--- src/rtl/mem_word_ctrl_pkg.sv ---
// Shared constants and FSM encoding for the word-to-byte memory controller.
package mem_ctrl_pkg;

    localparam int ADDR_W = 8;
    localparam int BYTE_W = 8;
    localparam int NBYTES = 4;
    localparam int WORD_W = NBYTES * BYTE_W;

    typedef enum logic [1:0] {
        IDLE    = 2'd0,
        WR      = 2'd1,
        RD      = 2'd2,
        RD_TAIL = 2'd3
    } state_e;

endpackage

--- src/rtl/mem_word_ctrl_if.sv ---
// CPU request/response channel plus byte-memory port of the word controller.
interface mem_word_ctrl_if;
    import mem_ctrl_pkg::*;

    logic              req_valid;
    logic              req_ready;
    logic              req_write;
    logic [ADDR_W-1:0] req_addr;
    logic [WORD_W-1:0] req_wdata;
    logic              rsp_valid;
    logic [WORD_W-1:0] rsp_rdata;
    logic              rsp_err;
    logic              mem_memwrite;
    logic [ADDR_W-1:0] mem_addr;
    logic [BYTE_W-1:0] mem_data_in;
    logic [BYTE_W-1:0] mem_data_out;

    modport master (
        input  req_valid, req_write, req_addr, req_wdata, mem_data_out,
        output req_ready, rsp_valid, rsp_rdata, rsp_err,
        output mem_memwrite, mem_addr, mem_data_in
    );

    modport slave (
        output req_valid, req_write, req_addr, req_wdata, mem_data_out,
        input  req_ready, rsp_valid, rsp_rdata, rsp_err,
        input  mem_memwrite, mem_addr, mem_data_in
    );

endinterface

--- src/rtl/mem_word_ctrl.sv ---
// Splits 32-bit big-endian loads/stores into byte accesses on a 256x8 memory.
// Optional MEM_ALIGN_CHECK_EN rejects requests with req_addr[1:0] != 0.
module mem_word_ctrl
    import mem_ctrl_pkg::*;
(
    input  logic            clk,
    input  logic            reset,
    mem_word_ctrl_if.master bus
);

    state_e            state_q, state_d;
    logic [1:0]        cnt_q, cnt_d;
    logic [WORD_W-1:0] shreg_q, shreg_d;
    logic              err_q, err_d;
    logic              req_ready_q, req_ready_d;
    logic              rsp_valid_q, rsp_valid_d;
    logic              rsp_err_q, rsp_err_d;
    logic [WORD_W-1:0] rsp_rdata_q, rsp_rdata_d;
    logic              mem_we_q, mem_we_d;
    logic [ADDR_W-1:0] mem_addr_q, mem_addr_d;
    logic [BYTE_W-1:0] mem_din_q, mem_din_d;
    logic              misalign;

`ifdef MEM_ALIGN_CHECK_EN
    assign misalign = (bus.req_addr[1:0] != 2'b00);
`else
    assign misalign = 1'b0;
`endif

    always_ff @(posedge clk or posedge reset) begin
        if (reset) begin
            state_q     <= IDLE;
            cnt_q       <= '0;
            shreg_q     <= '0;
            err_q       <= 1'b0;
            req_ready_q <= 1'b1;
            rsp_valid_q <= 1'b0;
            rsp_err_q   <= 1'b0;
            rsp_rdata_q <= '0;
            mem_we_q    <= 1'b0;
            mem_addr_q  <= '0;
            mem_din_q   <= '0;
        end else begin
            state_q     <= state_d;
            cnt_q       <= cnt_d;
            shreg_q     <= shreg_d;
            err_q       <= err_d;
            req_ready_q <= req_ready_d;
            rsp_valid_q <= rsp_valid_d;
            rsp_err_q   <= rsp_err_d;
            rsp_rdata_q <= rsp_rdata_d;
            mem_we_q    <= mem_we_d;
            mem_addr_q  <= mem_addr_d;
            mem_din_q   <= mem_din_d;
        end
    end

    always_comb begin
        state_d     = state_q;
        cnt_d       = cnt_q;
        shreg_d     = shreg_q;
        err_d       = err_q;
        rsp_valid_d = 1'b0;
        rsp_err_d   = 1'b0;
        rsp_rdata_d = rsp_rdata_q;
        mem_we_d    = 1'b0;
        mem_addr_d  = mem_addr_q;
        mem_din_d   = mem_din_q;

        case (state_q)
            IDLE: begin
                if (bus.req_valid && req_ready_q) begin
                    if (misalign) begin
                        state_d = RD_TAIL;
                        err_d   = 1'b1;
                    end else begin
                        cnt_d      = 2'd1;
                        mem_addr_d = bus.req_addr;
                        if (bus.req_write) begin
                            state_d   = WR;
                            mem_we_d  = 1'b1;
                            mem_din_d = bus.req_wdata[WORD_W-1 -: BYTE_W];
                            shreg_d   = bus.req_wdata << BYTE_W;
                        end else begin
                            state_d = RD;
                        end
                    end
                end
            end
            WR: begin
                // cnt wraps to 0 after the last byte has been issued
                if (cnt_q == 2'd0) begin
                    state_d     = IDLE;
                    rsp_valid_d = 1'b1;
                end else begin
                    mem_we_d   = 1'b1;
                    mem_addr_d = mem_addr_q + ADDR_W'(1);
                    mem_din_d  = shreg_q[WORD_W-1 -: BYTE_W];
                    shreg_d    = shreg_q << BYTE_W;
                    cnt_d      = cnt_q + 2'd1;
                end
            end
            RD: begin
                if (cnt_q == 2'd0) begin
                    state_d = RD_TAIL;
                end else begin
                    mem_addr_d = mem_addr_q + ADDR_W'(1);
                    cnt_d      = cnt_q + 2'd1;
                end
                // read data trails the issued address by two edges
                if (cnt_q != 2'd1) begin
                    shreg_d = {shreg_q[WORD_W-BYTE_W-1:0], bus.mem_data_out};
                end
            end
            RD_TAIL: begin
                state_d     = IDLE;
                rsp_valid_d = 1'b1;
                if (err_q) begin
                    err_d       = 1'b0;
                    rsp_err_d   = 1'b1;
                    rsp_rdata_d = '0;
                end else begin
                    rsp_rdata_d = {shreg_q[WORD_W-BYTE_W-1:0], bus.mem_data_out};
                end
            end
            default: state_d = IDLE;
        endcase

        req_ready_d = (state_d == IDLE);
    end

    assign bus.req_ready    = req_ready_q;
    assign bus.rsp_valid    = rsp_valid_q;
    assign bus.rsp_err      = rsp_err_q;
    assign bus.rsp_rdata    = rsp_rdata_q;
    assign bus.mem_memwrite = mem_we_q;
    assign bus.mem_addr     = mem_addr_q;
    assign bus.mem_data_in  = mem_din_q;

endmodule
--- src/flat_wrapper.sv ---
// flat-port wrapper written by rule: the top's interface ports become plain ports
module mem_word_ctrl_flat import mem_ctrl_pkg::*;
  (clk, reset, bus_req_valid, bus_req_write, bus_req_addr, bus_req_wdata, bus_mem_data_out, bus_req_ready, bus_rsp_valid, bus_rsp_rdata, bus_rsp_err, bus_mem_memwrite, bus_mem_addr, bus_mem_data_in);
  mem_word_ctrl_if bus_i ();
  input  logic clk;
  input  logic reset;
  input wire logic [$bits(bus_i.req_valid)-1:0] bus_req_valid;
  input wire logic [$bits(bus_i.req_write)-1:0] bus_req_write;
  input wire logic [$bits(bus_i.req_addr)-1:0] bus_req_addr;
  input wire logic [$bits(bus_i.req_wdata)-1:0] bus_req_wdata;
  input wire logic [$bits(bus_i.mem_data_out)-1:0] bus_mem_data_out;
  output wire logic [$bits(bus_i.req_ready)-1:0] bus_req_ready;
  output wire logic [$bits(bus_i.rsp_valid)-1:0] bus_rsp_valid;
  output wire logic [$bits(bus_i.rsp_rdata)-1:0] bus_rsp_rdata;
  output wire logic [$bits(bus_i.rsp_err)-1:0] bus_rsp_err;
  output wire logic [$bits(bus_i.mem_memwrite)-1:0] bus_mem_memwrite;
  output wire logic [$bits(bus_i.mem_addr)-1:0] bus_mem_addr;
  output wire logic [$bits(bus_i.mem_data_in)-1:0] bus_mem_data_in;
  assign bus_i.req_valid = bus_req_valid;
  assign bus_i.req_write = bus_req_write;
  assign bus_i.req_addr = bus_req_addr;
  assign bus_i.req_wdata = bus_req_wdata;
  assign bus_i.mem_data_out = bus_mem_data_out;
  assign bus_req_ready = bus_i.req_ready;
  assign bus_rsp_valid = bus_i.rsp_valid;
  assign bus_rsp_rdata = bus_i.rsp_rdata;
  assign bus_rsp_err = bus_i.rsp_err;
  assign bus_mem_memwrite = bus_i.mem_memwrite;
  assign bus_mem_addr = bus_i.mem_addr;
  assign bus_mem_data_in = bus_i.mem_data_in;
  mem_word_ctrl u_core (.clk(clk), .reset(reset), .bus(bus_i));
endmodule
--- config.mk ---
export PLATFORM = sky130hd
export DESIGN_NAME = mem_word_ctrl_flat
export DESIGN_NICKNAME = d
export VERILOG_FILES = /design/src/rtl/mem_word_ctrl_pkg.sv /design/src/rtl/mem_word_ctrl_if.sv /design/src/rtl/mem_word_ctrl.sv /design/src/flat_wrapper.sv
export SDC_FILE = /design/constraint.sdc
export NUM_CORES = 1
export LEC_CHECK = 0
export ABC_AREA = 1
export CORE_MARGIN = 2
export CORE_UTILIZATION = 34
export CTS_BUF_LIST = sky130_fd_sc_hd__clkbuf_16
export DETAILED_ROUTE_END_ITERATION = 10
export PLACE_DENSITY_LB_ADDON = 0.2
export SYNTH_ARGS = -nofsm -noshare
export SYNTH_HDL_FRONTEND = slang
export SYNTH_SLANG_ARGS = --single-unit
--- constraint.sdc ---
create_clock -name clk -period 7.7 [get_ports clk]
set_input_delay 1.54 -clock clk [delete_from_list [all_inputs] [get_ports clk]]
set_output_delay 1.54 -clock clk [all_outputs]
set_load 0.05 [all_outputs]
==> impl_metrics.ini <==
[power]
max-vdd-ir-drop_mv = 0.235
p_leak_nw = 2.53
power_density_nw_per_um2 = 496

[place]
place_inst = 727
place.gp.congestion = 0.754
hpwl_um = 6920
port_buffers = 102

[setup_path]
worstPathCellList = clkdlybuf4s50_1
critPathMaxFanout = 2
critPathKind = flop to output port
slowest_stage = clkdlybuf4s50_1
worst_ep_required_time_ns = 6.16
cp-end-kind = output port
cp_top_family = buffers and inverters
cp.arrival_ns = 1.65
cp_num_buf_inv = 1
slowest_delay_ns = 0.79
crit_path_start_kind = flop

[timing]
tightest_slew_ns = 1.11
tns_ns = 0
rsz0062_at_grt = no
fin_crit_sh_pct = 41.5
hold_viol = 0
slew_headroom_pct = 25.7
fin_skew_ns = 0.00628
setup_violations = 0
slew_viol_final = 0
post-route-min-period_ns = 3.19
fmax_ghz = 0.313

[synth]
synthTopCellsByArea = dfrtp_1 (50%), nand2_1 (14%), o21ai_2 (5.5%)
yosysSeqAreaShare_pct = 50.8
yosys_warnings = 0
syn_nets = 541
synth.avg_cell_area_um2 = 8.97
synthCells = 478
ys.flop_type = dfrtp_1
syn_area_um2 = 4290
synth.distinct_cells = 30
yosysTopAreaCellShare_pct = 50.2
synth_edf_count = 0
synth-seq-cells = 87
synthArstFlopShare_pct = 100
yosysTopAreaCell = dfrtp_1

[drt]
drt_iter0_markers = 180
routed_wl_um = 10100
drtPass1Iterations = 4
wl_per_cell_um = 13.6
routed-via-count = 3349
via_per_inst = 4.51
postRouteAntennaNets = 0
drt_drc_violations_left = 0

[cells_and_area]
multiInputGateArea_um2 = 1740
finalNetCount = 629
fillers = 1253
fin_util_pct = 45.0
stdcell_count = 743
drive_above_1_share_pct = 10.5
seq_area_um2 = 2180
areaGrowthSynthToFinish_pct = 30.7
n_antenna_cell = 0

[clock_network]
root_buffer = clkbuf_16
cts_tree = yes
cts_resized = 0
cts_sinks = 87
path_clk_slew_ns = 0.06
cts_buffer_depth = 2
insertion_delay_ns = 0.34
cts_max_level = 3
post_cts_buffers = 0
cts_buffers = 9
cts_hold_buf = 0

[die]
start_util_pct = 34.4
dieHeight_um = 116
pin_count = 104
core_um2 = 12500
rows = 41
dieArea_um2 = 13500
fp.dieW_um = 116

[grt]
globalRouteTotalUtil_pct = 15.6
grt_antenna_before_repair = 0
grt_pass1_wl_um = 16300
grt_pass1_vias = 3342
grt-ovfl-total = 0
grt_max_degree = 88

[hold_path]
hold_path.class = flop to flop

[run_status]
outcome = completed

[run]
max-cap-violations = 0
-- through the flow --
| step | cell area (µm²) | setup slack [ns] | power (mW) | hold WS (ns) |
|---|---|---|---|---|
| after floorplan | 4290 | 3.91 | 2.02 | 0.453 |
| after global placement | 5320 | 4.29 | 2.35 | 0.459 |
| after detailed placement | 5320 | 4.24 | 2.38 | 0.460 |
| after CTS | 5610 | 4.49 | 2.82 | 0.477 |
| after global routing | 5610 | 4.39 | 3.00 | 0.496 |
| final | 5610 | 4.51 | 2.78 | 0.472 |
-- report_power, final --
group	total [mW]	internal (mW)	switching [mW]
Clock	0.432	0.249	0.183
Sequential	0.788	0.662	0.126
Combinational	1.56	0.512	1.05
-- area by class of cell --
| class | count | share of cell area (%) |
|---|---|---|
| Multi-Input combinational cell | 323 | 31.1 |
| Tap cell | 172 | 3.84 |
| Timing Repair Buffer | 102 | 18.2 |
| Inverter | 43 | 2.92 |
| Clock inverter | 7 | 1.12 |
| Sequential cell | 87 | 38.8 |
| Clock buffer | 9 | 4.02 |
-- cell usage in the layout (no fill, tap or decap), drive strengths merged, types with 2 or more instances in the layout --
| master | n |
|---|---|
| a21oi | 2 |
| clkbuf | 9 |
| clkdlybuf4s50 | 102 |
| clkinv | 4 |
| dfrtp | 86 |
| ha | 11 |
| inv | 45 |
| mux2i | 8 |
| nand2 | 168 |
| nand3 | 11 |
| nor2 | 18 |
| o21a | 24 |
| o21ai | 75 |
-- flip-flops by register name, summed over array words and instances, names as in the netlist --
signal / cells
u_core.bus.mem_addr: 8
u_core.bus.mem_data_in: 8
u_core.bus.mem_memwrite: 1
u_core.bus.req_ready: 1
u_core.bus.rsp_rdata: 32
u_core.bus.rsp_valid: 1
u_core.cnt_q: 2
u_core.shreg_q: 32
u_core.state_q: 2
-- synth_stat cells, types with 2 or more instances --
cell and n:
clkbuf_1 2, mux2i_1 8, o21ai_1 10, inv_1 38
buf_6 12, buf_4 4, buf_2 7, o21a_1 24
o21ai_2 27, inv_2 5, nand2_2 3, nand2_1 164
nand3_1 9, dfrtp_1 86, ha_1 11, nor2_1 18
o21ai_0 37
-- layer usage --
layer | vias up | wire length (µm) | track usage (%)
met3 | 12 | 609 | 3.48
met5 | - | 0 | 0
met1 | 1548 | 4800 | 21.3
met4 | 0 | 174 | 6.51
li1 | 1702 | - | -
met2 | 87 | 4510 | 24.1
-- cells by family (layout without fill, tap and decap cells) --
kind of cell    count (synthesis)  after routing  synth area share [%]
compound gates                104            104                  16.8
simple gates                  198            198                  18.5
xor+xnor                        1              1                 0.204
fa+ha+maj                      11             11                  3.21
buf+inv                        68            161                  8.61
other cells                     1              1                0.0874
mux                             8              8                  1.87
flops                          87             87                  50.8
-- path summary, 6_finish.rpt --
check	start	to	slack (ns)	depth (start not counted)
worst max register to register	u_core.state_q[0]$_DFF_PP0_	u_core.cnt_q[0]$_DFFE_PP0P_	5.09	6
min in group asynchronous	reset	u_core.bus.mem_data_in[6]$_DFFE_PP0P_	1.82	2
worst max-delay path	u_core.bus.req_ready$_DFF_PP1_	bus_req_ready	4.51	1
worst min-delay path	u_core.bus.rsp_rdata[2]$_DFFE_PP0P_	u_core.bus.rsp_rdata[2]$_DFFE_PP0P_	0.47	2
max in group asynchronous	reset	u_core.shreg_q[20]$_DFFE_PP0P_	5.16	2
worst min register to register	u_core.bus.rsp_rdata[2]$_DFFE_PP0P_	u_core.bus.rsp_rdata[2]$_DFFE_PP0P_	0.47	2
No activity file was read; power rests on OpenSTA's default activity.
